==> src/rtl/warp_xwb_pkg.sv <==
// Shared integer writeback types: widths, source select and result bundle.
package warp_xwb_pkg;

    localparam int REG_W = 5;
    localparam int XLEN  = 64;
    localparam int NREG  = 32;

    typedef enum logic [1:0] {
        SRC_NONE = 2'd0,
        SRC_ALU  = 2'd1,
        SRC_LU   = 2'd2
    } src_e;

    typedef struct packed {
        logic [REG_W-1:0] rd;
        logic [XLEN-1:0]  data;
    } wb_t;

endpackage

==> src/rtl/warp_xwb_fifo.sv <==
// Small synchronous FIFO for single-cycle results.
module warp_xwb_fifo #(
    parameter int DEPTH = 2,
    parameter int W     = 8
) (
    input  logic         i_clk,
    input  logic         i_rst,
    input  logic         push,
    input  logic [W-1:0] push_data,
    input  logic         pop,
    output logic         full,
    output logic         empty,
    output logic [W-1:0] head
);

    localparam int AW = $clog2(DEPTH);
    localparam int PW = AW + 1;

    logic [W-1:0]  mem [DEPTH];
    logic [PW-1:0] wptr;
    logic [PW-1:0] rptr;

    always_ff @(posedge i_clk) begin
        if (i_rst) begin
            wptr <= '0;
            rptr <= '0;
        end else begin
            if (push) wptr <= wptr + 1'b1;
            if (pop)  rptr <= rptr + 1'b1;
        end
    end

    always_ff @(posedge i_clk) begin
        if (push) mem[wptr[AW-1:0]] <= push_data;
    end

    // Extra pointer bit tells full from empty when the indices match.
    assign empty = (wptr == rptr);
    assign full  = (wptr[AW] != rptr[AW]) &&
                   (wptr[AW-1:0] == rptr[AW-1:0]);
    assign head  = mem[rptr[AW-1:0]];

endmodule

==> src/rtl/warp_xwb.sv <==
// Integer writeback: ALU/LU arbitration, rd1 write port and busy scoreboard.
module warp_xwb
    import warp_xwb_pkg::*;
#(
    parameter int DEPTH        = 2,
    parameter int STARVE_LIMIT = 4
) (
    input  logic             i_clk,
    input  logic             i_rst,
    input  logic             i_alu_valid,
    output logic             o_alu_ready,
    input  logic [REG_W-1:0] i_alu_rd,
    input  logic [XLEN-1:0]  i_alu_data,
    input  logic             i_lu_valid,
    output logic             o_lu_ready,
    input  logic [REG_W-1:0] i_lu_rd,
    input  logic [XLEN-1:0]  i_lu_data,
    input  logic             i_issue_valid,
    input  logic [REG_W-1:0] i_issue_rd,
    output logic             o_rd1_wen,
    output logic [REG_W-1:0] o_rd1_addr,
    output logic [XLEN-1:0]  o_rd1_wdata,
    output logic [NREG-1:0]  o_busy
);

    localparam logic [3:0] LIMIT = 4'(STARVE_LIMIT);

    wb_t             alu_in;
    wb_t             head;
    wb_t             win;
    src_e            sel;
    logic            push;
    logic            pop;
    logic            full;
    logic            empty;
    logic [3:0]      starve;
    logic [NREG-1:0] busy_d;

    assign alu_in      = '{rd: i_alu_rd, data: i_alu_data};
    assign o_alu_ready = !full;
    assign push        = i_alu_valid && !full;
    assign pop         = (sel == SRC_ALU);
    assign o_lu_ready  = (sel == SRC_LU);

    warp_xwb_fifo #(
        .DEPTH (DEPTH),
        .W     ($bits(wb_t))
    ) u_fifo (
        .i_clk     (i_clk),
        .i_rst     (i_rst),
        .push      (push),
        .push_data (alu_in),
        .pop       (pop),
        .full      (full),
        .empty     (empty),
        .head      (head)
    );

    // LU takes the port when the FIFO is idle or it has waited long enough.
    always_comb begin
        sel = SRC_NONE;
        win = '0;
        if (!i_rst && i_lu_valid && (empty || starve == LIMIT)) begin
            sel = SRC_LU;
            win = '{rd: i_lu_rd, data: i_lu_data};
        end else if (!i_rst && !empty) begin
            sel = SRC_ALU;
            win = head;
        end
    end

    always_ff @(posedge i_clk) begin
        if (i_rst || !i_lu_valid || o_lu_ready) begin
            starve <= '0;
        end else if (starve != LIMIT) begin
            starve <= starve + 4'd1;
        end
    end

    always_ff @(posedge i_clk) begin
        if (i_rst) begin
            o_rd1_wen   <= 1'b0;
            o_rd1_addr  <= '0;
            o_rd1_wdata <= '0;
        end else begin
            o_rd1_wen <= (sel != SRC_NONE) && (win.rd != '0);
            if (sel != SRC_NONE) begin
                o_rd1_addr  <= win.rd;
                o_rd1_wdata <= win.data;
            end
        end
    end

    // A new issue to the same register outranks the completing write.
    always_comb begin
        busy_d = o_busy;
        for (int n = 1; n < NREG; n++) begin
            if (i_issue_valid && i_issue_rd == REG_W'(n)) begin
                busy_d[n] = 1'b1;
            end else if (sel != SRC_NONE && win.rd == REG_W'(n)) begin
                busy_d[n] = 1'b0;
            end
        end
        busy_d[0] = 1'b0;
    end

    always_ff @(posedge i_clk) begin
        if (i_rst) begin
            o_busy <= '0;
        end else begin
            o_busy <= busy_d;
        end
    end

endmodule

==> config.mk <==
export PLATFORM = sky130hd
export DESIGN_NAME = warp_xwb
export DESIGN_NICKNAME = d
export VERILOG_FILES = /design/src/rtl/warp_xwb_pkg.sv /design/src/rtl/warp_xwb_fifo.sv /design/src/rtl/warp_xwb.sv
export SDC_FILE = /design/constraint.sdc
export NUM_CORES = 1
export LEC_CHECK = 0
export CORE_MARGIN = 5
export CORE_UTILIZATION = 49
export CTS_CLUSTER_SIZE = 40
export DETAILED_ROUTE_END_ITERATION = 7
export PLACE_DENSITY = 0.81
export SYNTH_ARGS = -nofsm -noshare
export SYNTH_HDL_FRONTEND = slang
export SYNTH_SLANG_ARGS = --single-unit
export TNS_END_PERCENT = 100
==> constraint.sdc <==
create_clock -name i_clk -period 5.4 [get_ports i_clk]
set_input_delay 1.08 -clock i_clk [delete_from_list [all_inputs] [get_ports i_clk]]
set_output_delay 1.08 -clock i_clk [all_outputs]
set_load 0.1 [all_outputs]
Yosys cells after proc, flatten, opt, wreduce, memory -nomap -nowiden
Memory sizes are Yosys's and may differ from the RTL's. A register that Yosys moved wholly into a read port is not among the register bits.
Cells that the tools add are included.
{ "totals": {"regBits": 110, "ram_bits": 138, "inputBits": 148, "out_inout_bits": 104, "word_cells": 289, "mem_count": 1} }
{ "classes": {"addsub": 3, "eq_ne": 69, "mux": 70, "reduce_logical": 108} }
{ "memory_table": {"columns": ["memory", "words", "width", "rd", "rd_clocked_by_memory_dff", "write_ports", "line", "text"], "rows": [
  ["u_fifo.mem", 2, 69, 1, 1, 1, "warp_xwb_fifo.sv:19", "logic [W-1:0] mem [DEPTH];"]
]} }
{ "ops": {"columns": ["op", "count"], "rows": [
  ["5-bit equality test (second input constant)", 32],
  ["69-bit two-way mux", 2],
  ["5-bit by 4-bit equality test with 1-bit output (second input constant)", 16],
  ["1-bit logical AND", 68],
  ["1-bit two-way mux", 67],
  ["2-bit nonzero test", 32],
  ["5-bit by 3-bit equality test with 1-bit output (second input constant)", 8],
  ["5-bit by 2-bit equality test with 1-bit output (second input constant)", 4],
  ["5-bit by 1-bit equality test with 1-bit output (second input constant)", 2],
  ["5-bit nonzero test", 1],
  ["2-bit by 1-bit adder with 2-bit output (second input constant)", 2],
  ["4-bit by 1-bit adder with 4-bit output (second input constant)", 1],
  ["4-bit by 3-bit equality test with 1-bit output (second input constant)", 1],
  ["1-bit zero test", 4],
  ["4-bit by 3-bit != test with 1-bit output (second input constant)", 1],
  ["1-bit logical OR", 3],
  ["2-bit by 1-bit equality test with 1-bit output (second input constant)", 1],
  ["2-bit equality test", 1],
  ["2-bit equality test (second input constant)", 1],
  ["2-bit two-way mux", 1],
  ["1-bit equality test", 1],
  ["1-bit != test", 1]
]} }

Logic depth before layout (Yosys ltp)
{ "depth": {"depth_word": 9, "ltp_mapped": 9, "ltp_nobuf": 7} }

Cells and area by module
Synthesis repeated with hierarchy kept, for this count alone.
{ "hier_totals": {"hier_cells": 792, "hier_area_um2": 9935.8} }
{ "modules_own_cells": {"columns": ["mod", "instances", "cells_per_inst", "area_per_inst_um2", "seq_area_each_um2"], "rows": [
  ["warp_xwb_fifo", 1, 237, 5233.8, 4244.1],
  ["warp_xwb", 1, 555, 4702.0, 2102.0]
]} }

Worst setup path before layout
No wires, ideal clock.
{ "synth_path": {"kind": "register to register", "startpoint": "register u_fifo.wptr[1]", "endpoint": "memory u_fifo.mem[0][0] (netlist name) (enable)", "setup_ns": 0.497, "arrival_time_ns": 4.618, "required_ns": 4.903, "path_slack_ns": 0.285, "stages_incl_launch_ff": 5, "n_path_buf": 0, "synth_period_minus_slack_ns": 5.115, "path_cell_list": "dfxtp_1 xnor2_2 nand2b_1 nand2_1 nor2_1"} }
{ "synth_between": {"elab_chain_len": 6} }
{ "synth_lines": {"columns": ["element", "line", "text"], "rows": [
  ["start: declaration", "warp_xwb_fifo.sv:20", "logic [PW-1:0] wptr;"],
  ["start signal: assignment", "warp_xwb_fifo.sv:28", "if (push) wptr <= wptr + 1'b1;"],
  ["1-bit != test", "warp_xwb_fifo.sv:39", "assign full = (wptr[AW] != rptr[AW]) &&"],
  ["1-bit logical AND", "warp_xwb_fifo.sv:39", null],
  ["1-bit zero test", null, null],
  ["net o_alu_ready", "warp_xwb.sv:11", "output logic o_alu_ready,"],
  ["1-bit logical AND", "warp_xwb.sv:41", "assign push = i_alu_valid && !full;"],
  ["1-bit two-way mux", "warp_xwb_fifo.sv:34", "if (push) mem[wptr[AW-1:0]] <= push_data;"],
  ["1-bit two-way mux (not written as such)", "warp_xwb_fifo.sv:34", null],
  ["end: declaration", "warp_xwb_fifo.sv:19", null]
]} }
The timed path passes the listed nets, and every way through them passes these cells.

Worst setup path after layout
{ "layout_path": {"startpoint": "register u_fifo.wptr[1]", "endpoint": "output port o_alu_ready"} }
{ "layout_between": {"elab_chain_len": 3} }
{ "layout_lines": {"columns": ["element", "line", "text"], "rows": [
  ["1-bit != test", "warp_xwb_fifo.sv:39", null],
  ["1-bit logical AND", "warp_xwb_fifo.sv:39", null],
  ["1-bit zero test", "warp_xwb.sv:40", "assign o_alu_ready = !full;"],
  ["end: declaration", "warp_xwb.sv:11", null]
]} }
Every way passes these cells.

==> results.ini <==
[clock_network]
clock-sinks = 248
clk_pin_slew_worst_paths_ns = 0.06
cts_buffer_depth = 3
cts_max_level = 1
root_buffer = clkbuf_16
postCtsSetupBuffers = 0
clkLatencyLatePin_ns = 0.50
cts_buffers = 25
cts_resized = 0
ctsHoldBuffers = 0
cts_tree = yes

[drt]
drt-pass1-iter-count = 8
vias = 7007
ant_nets = 0
post_drt_wl_per_cell_microns = 19.8
drt-vias-per-instance = 5.68
totalWireLength_mm = 24.4
drtIter0Drc = 707
drc = 18

[logic_synthesis]
syn_nets = 870
synthFlopType = edfxtp_1
synth_edf_count = 138
synth_area_per_cell_sq_um = 13.2
synth_top_area_share_pct = 43.5
synth_top_area_cell = edfxtp_1
synth-seq-area-share_pct = 66.6
ys_types = 45
ys_ff_latch = 248
netlist_instances = 720
synthTopCellsByArea = edfxtp_1, dfxtp_1, mux2_2
async_reset_ff_share_pct = 0
synth-warning-count = 0
netlist_area_sq_um = 9520

[worst_setup_path]
path_delay_family = buffers and inverters
r2r_start = starve[0]
worst_setup_path_end_kind = output pin
slowest_delay_ns = 1.20
crit_fanout = 8
crit_buf_inv = 1
startpoint_type = flop
slowest_stage = clkdlybuf4s50_1
required_ns = 4.32
path_class = flop to output pin
critPathArrivalTime_ns = 2.68
crit_chain = xnor2_2, nand2b_1, clkdlybuf4s50_1
startpoint = u_fifo.wptr[1]

[power_and_ir_drop]
switching_share_pct = 36.2
sequentialPowerShare_pct = 39.8
p_leak_nw = 4.42
p_per_area_nw_per_um2 = 463
power_switching_mw = 2.17
clockPowerShare_pct = 27.5
combPwrFrac_pct = 32.8
power_mw = 6.00
vdd_drop_max_v = 0.000348
power.internal_mw = 3.83

[status]
outcome = finished with violations
violations = design-rule violations

[finish]
antenna_cells = 0
regArea_sq_um = 6350
fin_util_pct = 67.2
final_common_cell = clkdlybuf4s50_1
syn_to_final_growth_pct = 36.0
layout_common_cells = clkdlybuf4s50_1, edfxtp_1, dfxtp_1
nNetsFinal = 1100
multi_input_area_sq_um = 2920
nFillCells = 1428
drive_gt1_share_pct = 13.2

[global_routing]
grt_busiest_layer = met2
first_global_vias = 7173
antenna_found_initial = 0
groute.layer.met1.usage_pct = 26.7
grt_pass1_wl_mm = 38.0
grt_overflow = 0
groute.layer.met2.usage_pct = 37.1
grt_max_degree = 71
grt_use_total_pct = 21.2
grt_util_met3_pct = 4.09

[die]
core.rowCount = 51
die_area_sq_um = 22300
die_x_microns = 149
io_pins = 252
die_h_microns = 149
start_util_pct = 49.4
coreArea_sq_um = 19300

[timing]
finalCritPeriodShare_pct = 69.7
maxSlewViolCount = 0
worst_clock_skew_ns = 0.00727
slew_headroom_pct = 25.9
final_hold_viol_count = 0
rsz0062_at_grt = false
fin_crit_ns = 3.76
setup_viol = 0
tns_ns = 0
max_freq_mhz = 266
worst_slew_pin_slew_ns = 1.11

[placement]
gp_congestion = 0.862
place_hpwl_mm = 16.0
port_buffers = 250

[flow_run]
maxCapViolations = 0

[min_path]
hp-class = flop to flop
min-delay-start = starve[0]

[cell type report]
class                           count  share of cell area, %
Sequential cell                   248                   49.0
Multi-Input combinational cell    414                   22.5
Timing Repair Buffer              256                   19.7
Clock buffer                       38                   5.59
Tap cell                          265                   2.56
Clock inverter                      7                  0.492
Inverter                            5                  0.145
[Yosys cell counts (2+ instances only)]
| cell type | instances |
|---|---|
| nor3_1 | 39 |
| inv_1 | 4 |
| nor3_2 | 6 |
| nand3_1 | 5 |
| and3_1 | 2 |
| mux2i_1 | 5 |
| a21o_1 | 2 |
| o21ai_0 | 32 |
| a222oi_1 | 64 |
| buf_4 | 5 |
| dfxtp_1 | 110 |
| nand2b_1 | 6 |
| a21oi_1 | 39 |
| nor4_1 | 2 |
| nand3b_1 | 2 |
| edfxtp_1 | 138 |
| o22a_1 | 4 |
| clkbuf_1 | 31 |
| xnor2_1 | 3 |
| nand2_1 | 10 |
| buf_2 | 10 |
| o22ai_1 | 3 |
| nor2_1 | 104 |
| xnor2_2 | 2 |
| mux2_2 | 64 |
| nand4b_1 | 2 |
| ha_1 | 2 |
| nand4_1 | 2 |
| buf_6 | 6 |
[final timing paths]
kind	to	slack (ns)	cells past startpoint
setup / recovery	o_alu_ready	1.64	3
hold / removal	starve[0]	0.47	1
setup reg to reg	o_rd1_wdata[20]	2.72	8
hold reg to reg	starve[0]	0.47	1
[power by group through the flow]
stage	Combinational, mW	Clock, mW	Sequential [mW]
after CTS	1.97	1.68	2.39
after global routing	2.06	1.77	2.41
after global placement	1.94	0	2.41
final	1.96	1.65	2.38
after detailed placement	1.96	0	2.42
after floorplan	0.780	0	3.10
[kinds of logic after synthesis]
family                     after synthesis  synth area share [%]
xor gates and xnor gates                 6                 0.709
buffers and inverters                   58                  3.09
adders and majority gates                2                 0.263
AOI/OAI and AO/OA                      153                  12.2
DFF                                    248                  66.6
and+or+nand+nor                        183                  8.96
other                                    1                0.0394
muxes                                   69                  8.09
[state kept, by name (all words and copies together), names as in the netlist, named ones only]
register and cells:
o_rd1_addr 5, o_rd1_wen 1, starve 4, o_busy 31, u_fifo.wptr 2, u_fifo.rptr 2
o_rd1_wdata 64, u_fifo.mem 138
[stage by stage]
| stage | cell area [sq um] | setup WS, ns | cells | hold WS [ns] |
|---|---|---|---|---|
| 2_1_floorplan | 9520 | 0.285 | 720 | 0.430 |
| 3_3_place_gp | 12200 | 1.62 | 1188 | 0.447 |
| 3_5_place_dp | 12200 | 1.63 | 1188 | 0.466 |
| 4_1_cts | 13000 | 1.63 | 1233 | 0.480 |
| 5_1_grt | 13000 | 1.50 | 1233 | 0.512 |
| 6_report | 13000 | 1.64 | 1233 | 0.472 |
[routing by layer]
metal  wire (microns)  part of all wire [%]
met1             9630                    40
met2            12100                    50
met3             2060                   8.5
met4              550                   2.3
met5                0                     0
No activity file was read; power rests on OpenSTA's default activity.
